--- src/rtl/ahb_master_if.sv ---
// AHB master bridge: turns one local burst command at a time into pipelined
// NONSEQ/SEQ address phases with HREADY stalls, wrap addressing and ERROR abort.
//
// state | meaning
// IDLE  | ready for a command
// ADDR  | NONSEQ address phase of the first beat on the bus
// BURST | SEQ address phase, previous beat in its data phase
// LAST  | final data phase, address bus IDLE
// ERR   | second cycle of an ERROR response
module ahb_master_if #(
  parameter int AHB_DATA_WIDTH = 32,
  parameter int AHB_ADDR_WIDTH = 32
) (
  input  logic                      ahb_clk_in,
  input  logic                      ahb_rstn_in,
  input  logic                      cmd_valid_in,
  output logic                      cmd_ready_out,
  input  logic [AHB_ADDR_WIDTH-1:0] cmd_addr_in,
  input  logic [2:0]                cmd_burst_in,
  input  logic [4:0]                cmd_len_in,
  input  logic [2:0]                cmd_size_in,
  input  logic                      cmd_write_in,
  input  logic [AHB_DATA_WIDTH-1:0] wdata_in,
  output logic                      wdata_ack_out,
  output logic [AHB_DATA_WIDTH-1:0] rdata_out,
  output logic                      rdata_valid_out,
  output logic                      done_out,
  output logic                      error_out,
  output logic                      ahb_sel_out,
  output logic [AHB_ADDR_WIDTH-1:0] ahb_addr_out,
  output logic [2:0]                ahb_burst_out,
  output logic [2:0]                ahb_size_out,
  output logic [1:0]                ahb_trans_out,
  output logic                      ahb_write_out,
  output logic [AHB_DATA_WIDTH-1:0] ahb_wdata_out,
  input  logic                      ahb_ready_in,
  input  logic                      ahb_resp_in,
  input  logic [AHB_DATA_WIDTH-1:0] ahb_rdata_in
);

  localparam int AW = AHB_ADDR_WIDTH;
  localparam logic [1:0] TR_IDLE   = 2'b00;
  localparam logic [1:0] TR_NONSEQ = 2'b10;
  localparam logic [1:0] TR_SEQ    = 2'b11;

  typedef enum logic [2:0] {S_IDLE, S_ADDR, S_BURST, S_LAST, S_ERR} state_t;
  state_t state, state_nxt;

  logic [4:0]    addr_cnt, data_cnt, beats;
  logic [4:0]    cmd_beats;
  logic          cmd_reject;
  logic [AW-1:0] cmd_bytes, cmd_end;
  logic [AW-1:0] incr, mask, next_addr;
  logic          wrap;
  logic          accept, addr_done, data_ok, err_first, err_end, finish_ok;

  always_comb begin
    case (cmd_burst_in)
      3'd0:       cmd_beats = 5'd1;
      3'd1: begin
        if (cmd_len_in == 5'd0)       cmd_beats = 5'd1;
        else if (cmd_len_in > 5'd16)  cmd_beats = 5'd16;
        else                          cmd_beats = cmd_len_in;
      end
      3'd2, 3'd3: cmd_beats = 5'd4;
      3'd4, 3'd5: cmd_beats = 5'd8;
      default:    cmd_beats = 5'd16;
    endcase
    cmd_bytes = AW'(cmd_beats) << cmd_size_in;
    cmd_end   = cmd_addr_in + cmd_bytes - AW'(1);
    // Odd HBURST codes are the incrementing types that must stay inside 1 KB.
    cmd_reject = ((32'd8 << cmd_size_in) > 32'(AHB_DATA_WIDTH))
              || ((cmd_addr_in & ((AW'(1) << cmd_size_in) - AW'(1))) != '0)
              || (cmd_burst_in[0] && ((cmd_end >> 10) != (cmd_addr_in >> 10)));
  end

  assign wrap      = (ahb_burst_out != 3'd0) && !ahb_burst_out[0];
  assign incr      = AW'(1) << ahb_size_out;
  assign mask      = (AW'(beats) << ahb_size_out) - AW'(1);
  assign next_addr = wrap ? ((ahb_addr_out & ~mask) | ((ahb_addr_out + incr) & mask))
                          : (ahb_addr_out + incr);

  always_ff @(posedge ahb_clk_in or negedge ahb_rstn_in) begin
    if (!ahb_rstn_in) state <= S_IDLE;
    else              state <= state_nxt;
  end

  always_comb begin
    state_nxt = state;
    case (state)
      S_IDLE:  if (accept && !cmd_reject) state_nxt = S_ADDR;
      S_ADDR, S_BURST: begin
        if (err_first)      state_nxt = S_ERR;
        else if (err_end)   state_nxt = S_IDLE;
        else if (addr_done) state_nxt = (addr_cnt > 5'd1) ? S_BURST : S_LAST;
      end
      S_LAST: begin
        if (err_first)                 state_nxt = S_ERR;
        else if (err_end || finish_ok) state_nxt = S_IDLE;
      end
      S_ERR:   if (err_end) state_nxt = S_IDLE;
      default: state_nxt = S_IDLE;
    endcase
  end

  always_comb begin
    accept    = 1'b0;
    addr_done = 1'b0;
    data_ok   = 1'b0;
    err_first = 1'b0;
    err_end   = 1'b0;
    finish_ok = 1'b0;
    case (state)
      S_IDLE: accept = cmd_valid_in;
      S_ADDR: addr_done = ahb_ready_in;
      S_BURST: begin
        if (ahb_resp_in) begin
          err_first = !ahb_ready_in;
          err_end   = ahb_ready_in;
        end else begin
          addr_done = ahb_ready_in;
          data_ok   = ahb_ready_in;
        end
      end
      S_LAST: begin
        if (ahb_resp_in) begin
          err_first = !ahb_ready_in;
          err_end   = ahb_ready_in;
        end else begin
          data_ok   = ahb_ready_in;
          finish_ok = ahb_ready_in;
        end
      end
      S_ERR:   err_end = ahb_ready_in;
      default: ;
    endcase
  end

  assign cmd_ready_out = (state == S_IDLE);
  assign wdata_ack_out = addr_done && ahb_write_out;

  always_ff @(posedge ahb_clk_in or negedge ahb_rstn_in) begin
    if (!ahb_rstn_in) begin
      ahb_sel_out     <= 1'b0;
      ahb_addr_out    <= '0;
      ahb_burst_out   <= '0;
      ahb_size_out    <= '0;
      ahb_trans_out   <= TR_IDLE;
      ahb_write_out   <= 1'b0;
      ahb_wdata_out   <= '0;
      rdata_out       <= '0;
      rdata_valid_out <= 1'b0;
      done_out        <= 1'b0;
      error_out       <= 1'b0;
      beats           <= '0;
      addr_cnt        <= '0;
      data_cnt        <= '0;
    end else begin
      rdata_valid_out <= 1'b0;
      done_out        <= 1'b0;
      error_out       <= 1'b0;
      if (accept) begin
        if (cmd_reject) begin
          done_out  <= 1'b1;
          error_out <= 1'b1;
        end else begin
          ahb_sel_out   <= 1'b1;
          ahb_trans_out <= TR_NONSEQ;
          ahb_addr_out  <= cmd_addr_in;
          ahb_burst_out <= cmd_burst_in;
          ahb_size_out  <= cmd_size_in;
          ahb_write_out <= cmd_write_in;
          beats         <= cmd_beats;
          addr_cnt      <= cmd_beats;
          data_cnt      <= cmd_beats;
        end
      end
      if (addr_done) begin
        if (ahb_write_out) ahb_wdata_out <= wdata_in;
        if (addr_cnt > 5'd1) begin
          ahb_trans_out <= TR_SEQ;
          ahb_addr_out  <= next_addr;
        end else begin
          ahb_trans_out <= TR_IDLE;
        end
        if (addr_cnt != 5'd0) addr_cnt <= addr_cnt - 5'd1;
      end
      if (data_ok) begin
        if (data_cnt != 5'd0) data_cnt <= data_cnt - 5'd1;
        if (!ahb_write_out) begin
          rdata_out       <= ahb_rdata_in;
          rdata_valid_out <= 1'b1;
        end
      end
      if (finish_ok) begin
        done_out    <= 1'b1;
        ahb_sel_out <= 1'b0;
      end
      if (err_first) ahb_trans_out <= TR_IDLE;
      if (err_end) begin
        done_out      <= 1'b1;
        error_out     <= 1'b1;
        ahb_sel_out   <= 1'b0;
        ahb_trans_out <= TR_IDLE;
      end
    end
  end

endmodule

--- config.mk ---
export PLATFORM = sky130hd
export DESIGN_NAME = ahb_master_if
export DESIGN_NICKNAME = d
export VERILOG_FILES = /design/src/rtl/ahb_master_if.sv
export SDC_FILE = /design/constraint.sdc
export NUM_CORES = 1
export LEC_CHECK = 0
export CORE_MARGIN = 5
export CORE_UTILIZATION = 35
export DETAILED_ROUTE_END_ITERATION = 12
export GPL_TIMING_DRIVEN = 1
export PLACE_DENSITY = 0.67
export SYNTH_ARGS = -nofsm -noshare
export SYNTH_HDL_FRONTEND = slang
export SYNTH_SLANG_ARGS = --single-unit
--- constraint.sdc ---
create_clock -name ahb_clk_in -period 3.8 [get_ports ahb_clk_in]
set_clock_uncertainty 0.2 [all_clocks]
set_input_delay 1.14 -clock ahb_clk_in [delete_from_list [all_inputs] [get_ports ahb_clk_in]]
set_output_delay 1.14 -clock ahb_clk_in [all_outputs]
set_load 0.02 [all_outputs]
==> results of run 1 <==
==> timing repair <==
item | CTS | global route
gates cloned | 2 | 1
pin swaps | 40 | 28
buffers inserted | 10 | 5
gates resized for setup | 97 | 46
endpoints found under the setup margin | 56 | 56
==> worst reg2reg max path: stages (launching register included) <==
cell,delay (ns)
dfrtp_1,0.44
nor3_1,0.24
ha_1,0.21
inv_1,0.07
fa_1,0.42
nor2b_1,0.12
o21ai_0,0.09
a21boi_0,0.24
o21a_1,0.18
o21ai_0,0.19
a2111oi_1,0.43
buf_4,0.22
and2_1,0.19
buf_12,0.15
and3_1,0.18
nand2_1,0.06
o311a_1,0.12
==> per-layer routing <==
metal	global-route usage	up-vias
li1	-	4841
met1	0.3082	4946
met2	0.3961	394
met3	0.03381	83
met4	0.08979	0
met5	0	-
==> where the power goes <==
| group | internal [mW] | switching (mW) |
|---|---|---|
| Clock | 0.915 | 0.659 |
| Combinational | 2.40 | 2.46 |
| Sequential | 1.81 | 0.525 |
==> metrics by stage <==
| stage | std cells | TNS, ns | power [mW] | hold slack (ns) |
|---|---|---|---|---|
| floorplan | 1053 | -80.59 | 4.732 | 0.2930 |
| global placement | 1806 | -135.25 | 6.907 | 0.2855 |
| detailed placement | 1806 | -142.60 | 6.987 | 0.2923 |
| CTS | 1850 | -93.57 | 8.714 | 0.3060 |
| global route | 1856 | -106.56 | 9.273 | 0.3205 |
| finish | 1856 | -95.49 | 8.774 | 0.3007 |
==> synth_stat cells, types with 9 or more instances <==
master	number
nand4_1	21
o221a_1	9
o211ai_1	13
dfrtp_1	122
nor4_1	9
nand2b_1	11
o21a_1	12
clkbuf_1	37
nand2_1	90
nand3_1	19
mux2i_1	17
xnor2_1	18
and2_1	10
o21ai_0	54
o31ai_1	10
a211oi_1	12
or2_2	10
ha_1	54
a21oi_1	67
nor2_1	64
xor2_1	18
and3_1	19
a31oi_1	12
mux2_2	71
nor2b_1	13
nor3_1	27
inv_1	79
a21o_1	12
==> worst paths after layout <==
| check | start | end | slack, ns |
|---|---|---|---|
| max in group asynchronous | ahb_rstn_in | beats[1]$_DFFE_PN0P_ | 2.09 |
| min | rdata_out[4]$_DFFE_PN0P_ | rdata_out[4]$_DFFE_PN0P_ | 0.30 |
| max | cmd_len_in[2] | flop | -1.86 |
| max reg2reg | ahb_size_out[1]$_DFFE_PN0P_ | flop | -0.08 |
| min in group asynchronous | ahb_rstn_in | rdata_out[1]$_DFFE_PN0P_ | 0.55 |
| min reg2reg | rdata_out[4]$_DFFE_PN0P_ | rdata_out[4]$_DFFE_PN0P_ | 0.30 |
==> kinds of logic after synthesis <==
kind of cell,synth area share
DFF,0.3261
muxes,0.1148
adders and majority gates,0.07430
and+or+nand+nor,0.1685
buffers and inverters,0.05305
AOI/OAI and AO/OA,0.2296
xor gates and xnor gates,0.03368
==> area by class of cell <==
class / instances / area share
clock buffer: 18 / 0.02867
sequential: 122 / 0.2040
timing repair buffer: 483 / 0.2879
multi-input combinational: 804 / 0.4220
clock inverter: 14 / 0.009363
inverter: 80 / 0.02006
tap: 335 / 0.02801
==> results.toml, run 1 <==
[place]
routabilityCongestion = 0.9606
dp_hpwl_um = 29020
place_ws_ns = -2.651
numPortBuffers = 223
dpl_cell_area_um2 = 13800

[synthesis]
netlist_instances = 1053
synth_fp_nets = 1221
ys_async_sr_fraction = 1.000
synth_ff_type = "dfrtp_1"
synth.top_cell.area_share = 0.3261
ys_top_cells_by_area = "dfrtp_1, mux2_2, ha_1, nand2_1, a21oi_1"
yosysUniqueCellTypes = 87
yosys.area.top_type = "dfrtp_1"
syn_area_per_cell_um2 = 8.891
synth-seq-area-share = 0.3261
yosys_warnings = 0
syn_area_um2 = 9363
ys_seq_elements = 122
synth_edf_count = 0

[timing]
worstMarginPinSlew_ns = 0.7805
worst_slack_ns = -1.856
relSlewSlack = 0.4752
grt_setup_unrepaired = "true"
fin_crit_sh = 1.488
fin_crit_ns = 5.656
setup-violations-final = 55
max_freq_ghz = 0.1768
slew_violations = 0
hold_viol_final = 0

[layout]
fillCellCount = 2261
final_nets = 1676
final_area_um2 = 14970
mostFrequentLayoutCells = "buf_4, clkdlybuf4s50_1, dfrtp_1, nand2_1, inv_1"
multi_input_area_um2 = 6316
seq_area_um2 = 3053
utilization = 0.5711
antenna_cells = 0
area_delta_synth_final_pct = 59.86
final_common_cell = "buf_4"
drive_gt1_frac = 0.3123

[drt]
vias = 10260
drt-initial-drc-count = 801
avgRoutedWirePerCell_um = 19.79
top_layer = "met4"
first_pass_iters = 6
ant_nets = 0
drc = 0
wl_met2_um = 17850
route.met3.wl_um = 2184
viasPerCell = 5.530
routed_wl_um = 36720
wl_met1_um = 15370

[worst_setup_path]
crit_cells = 22
slowest_stage = "o41a_4"
crit_path_start_kind = "input pin"
crit_required_ns = 3.95
crit_path_end_kind = "flop"
arrival_ns = 5.81
crit_type = "input pin to flop"
rr_worst_depth = 16
worstPathMaxFanout = 5
max_stage_delay_ns = 0.54
path_delay_family = "compound AO/OA/AOI/OAI gates"
path_cells = "buf_6, or3_4, a211oi_4, nor2b_4, nand2b_1, o211ai_1, ha_1, inv_1, ha_1, nor2b_4, o31ai_4, buf_4, a211oi_2, nor2_2, o32ai_1, nor4_2, nand4_1, buf_4, o41a_4, o21ai_4, clkbuf_16, o221a_1"
critPathBufInv = 5

[cts]
cts_tree = "built"
clk_pin_slew_worst_paths_ns = 0.06
cts.sinks = 122
cts_hold_buf = 0
cts_inserted_buffers = 17
ctsLongestPathBuffers = 2
clockRootBuffer = "clkbuf_16"
htreeDepth = 4
clock_latency_ns = 0.42

[grt]
antenna_found_initial = 0
gr-total-overflow = 0
grt_usage = 0.2358
grt_pass1_wl_um = 57130
grt_max_degree = 49
grt_pass1_vias = 10290

[power]
peakVddDrop_mv = 0.4296
p_per_area_nw_per_um2 = 586.2
p_leak_nw = 6.745

[flow_run]
cap_violations = 0

[floorplan]
io_pins = 224
core_um2 = 26210
initial_core_util = 0.3573
die_height_um = 173.6
rows = 59
dieArea_um2 = 30120
die_w_um = 173.6

[run_status]
outcome = "complete, but fails checks"
failed_checks = "setup timing"

[min_path]
hp-class = "flop to flop"
whs_path_depth = 1
Note: power is estimated with default switching activity, not from simulation.
==> run 2, diff against run 1 <==
- SKIP_LAST_GASP: unset -> 1
==> results.toml, run 2 (synthesized netlist as in run 1, its figures left out) <==
[power]
peakVddDrop_mv = 0.4285
p_leak_nw = 6.726
p_per_area_nw_per_um2 = 586.4

[cts]
cts_hold_buf = 0
cts.sinks = 122
ctsLongestPathBuffers = 2
clockRootBuffer = "clkbuf_16"
clock_latency_ns = 0.41
clk_pin_slew_worst_paths_ns = 0.06
cts_tree = "built"
cts_inserted_buffers = 17
htreeDepth = 4

[layout]
final_nets = 1676
antenna_cells = 0
fillCellCount = 2274
drive_gt1_frac = 0.3070
final_common_cell = "buf_4"
area_delta_synth_final_pct = 59.51
mostFrequentLayoutCells = "buf_4, clkdlybuf4s50_1, dfrtp_1, nand2_1, inv_1"
final_area_um2 = 14930

[timing]
hold_viol_final = 0
setup-violations-final = 55
slew_violations = 0
fin_crit_ns = 5.654
fin_setup_tns_ns = -95.96
worst_slack_ns = -1.854
max_freq_ghz = 0.1769
worstMarginPinSlew_ns = 0.7707
fin_crit_sh = 1.488
grt_setup_unrepaired = "true"
relSlewSlack = 0.4818

[grt]
use_met1 = 0.3080
grt_pass1_vias = 10270
use_met3 = 0.03511
gr-total-overflow = 0
grt_usage = 0.2358
grt_max_degree = 49
use_met2 = 0.3963
grt.busiest_layer = "met2"
antenna_found_initial = 0
grt_pass1_wl_um = 57120

[place]
routabilityCongestion = 0.9606
numPortBuffers = 223
dpl_cell_area_um2 = 13800
dp_hpwl_um = 29020

[floorplan]
initial_core_util = 0.3573
rows = 59
io_pins = 224
dieArea_um2 = 30120
die_height_um = 173.6
die_w_um = 173.6
core_um2 = 26210

[worst_setup_path]
crit_path_start_kind = "input pin"
arrival_ns = 5.80
crit_required_ns = 3.95
crit_path_end_kind = "flop"
worstPathMaxFanout = 5
crit_type = "input pin to flop"

[flow_run]
cap_violations = 0

[drt]
viasPerCell = 5.513
vias = 10230
drc = 0
first_pass_iters = 7
routed_wl_um = 36850
drt-initial-drc-count = 743
ant_nets = 0
avgRoutedWirePerCell_um = 19.85

[min_path]
hp-class = "flop to flop"

[run_status]
outcome = "complete, but fails checks"
failed_checks = "setup timing"
-- run 2: metal layers --
metal  vias up  share of wire
li1       4834              -
met2       370           0.48
met1      4948           0.43
met5         -              0
met3        80          0.052
met4         0          0.035
-- run 2: final timing paths --
| check | start | end | slack, ns | cells past startpoint |
|---|---|---|---|---|
| setup / recovery | cmd_len_in[2] | flop | -1.85 | 22 |
| hold / removal | rdata_out[4]$_DFFE_PN0P_ | rdata_out[4]$_DFFE_PN0P_ | 0.30 | 1 |
| setup reg to reg | ahb_size_out[1]$_DFFE_PN0P_ | flop | -0.08 | 16 |
| hold reg to reg | rdata_out[4]$_DFFE_PN0P_ | rdata_out[4]$_DFFE_PN0P_ | 0.30 | 1 |
| max in group asynchronous | ahb_rstn_in | beats[1]$_DFFE_PN0P_ | 2.08 | 2 |
| min in group asynchronous | ahb_rstn_in | rdata_out[1]$_DFFE_PN0P_ | 0.55 | 1 |
-- run 2: cell type report --
class | instances | area [µm²] | share of cell area
multi-input combinational | 804 | 6287 | 0.4210
timing repair buffer | 483 | 4305 | 0.2883
sequential | 122 | 3053 | 0.2044
clock buffer | 18 | 429.2 | 0.02874
tap | 335 | 419.2 | 0.02807
inverter | 80 | 300.3 | 0.02011
clock inverter | 14 | 140.1 | 0.009383
-- run 2: stage by stage --
step | setup slack (ns) | hold WS [ns] | total power, mW | util | std cells
detailed placement | -2.651 | 0.2923 | 6.987 | 0.5265 | 1806
global route | -2.062 | 0.3205 | 9.250 | 0.5699 | 1856
floorplan | -1.548 | 0.2930 | 4.732 | - | 1053
finish | -1.854 | 0.3005 | 8.757 | 0.5699 | 1856
global placement | -2.518 | 0.2855 | 6.907 | 0.5265 | 1806
CTS | -1.764 | 0.3060 | 8.692 | 0.5605 | 1850
-- run 2: power breakdown --
group | internal [mW] | switching, mW
Sequential | 1.81 | 0.526
Combinational | 2.38 | 2.47
Clock | 0.915 | 0.658
-- run 2: repair_timing --
item,in CTS,in global routing
pin swaps,40,29
endpoints found under the setup margin,56,56
buffers inserted,10,5
cloned,2,1
gates resized for setup,84,48
-- run 2: worst max-delay path, stage by stage --
cell       delay [ns]
buf_6            0.09
or3_4            0.39
a211oi_4         0.30
nor2b_4          0.21
nand2b_1         0.11
o211ai_1         0.10
ha_1             0.31
inv_1            0.05
ha_1             0.29
nor2b_4          0.14
o31ai_4          0.28
buf_4            0.19
a211oi_2         0.05
nor2_2           0.24
o32ai_1          0.14
nor4_2           0.23
nand4_1          0.15
buf_4            0.16
o41a_4           0.54
o21ai_4          0.30
clkbuf_16        0.21
o221a_1          0.17
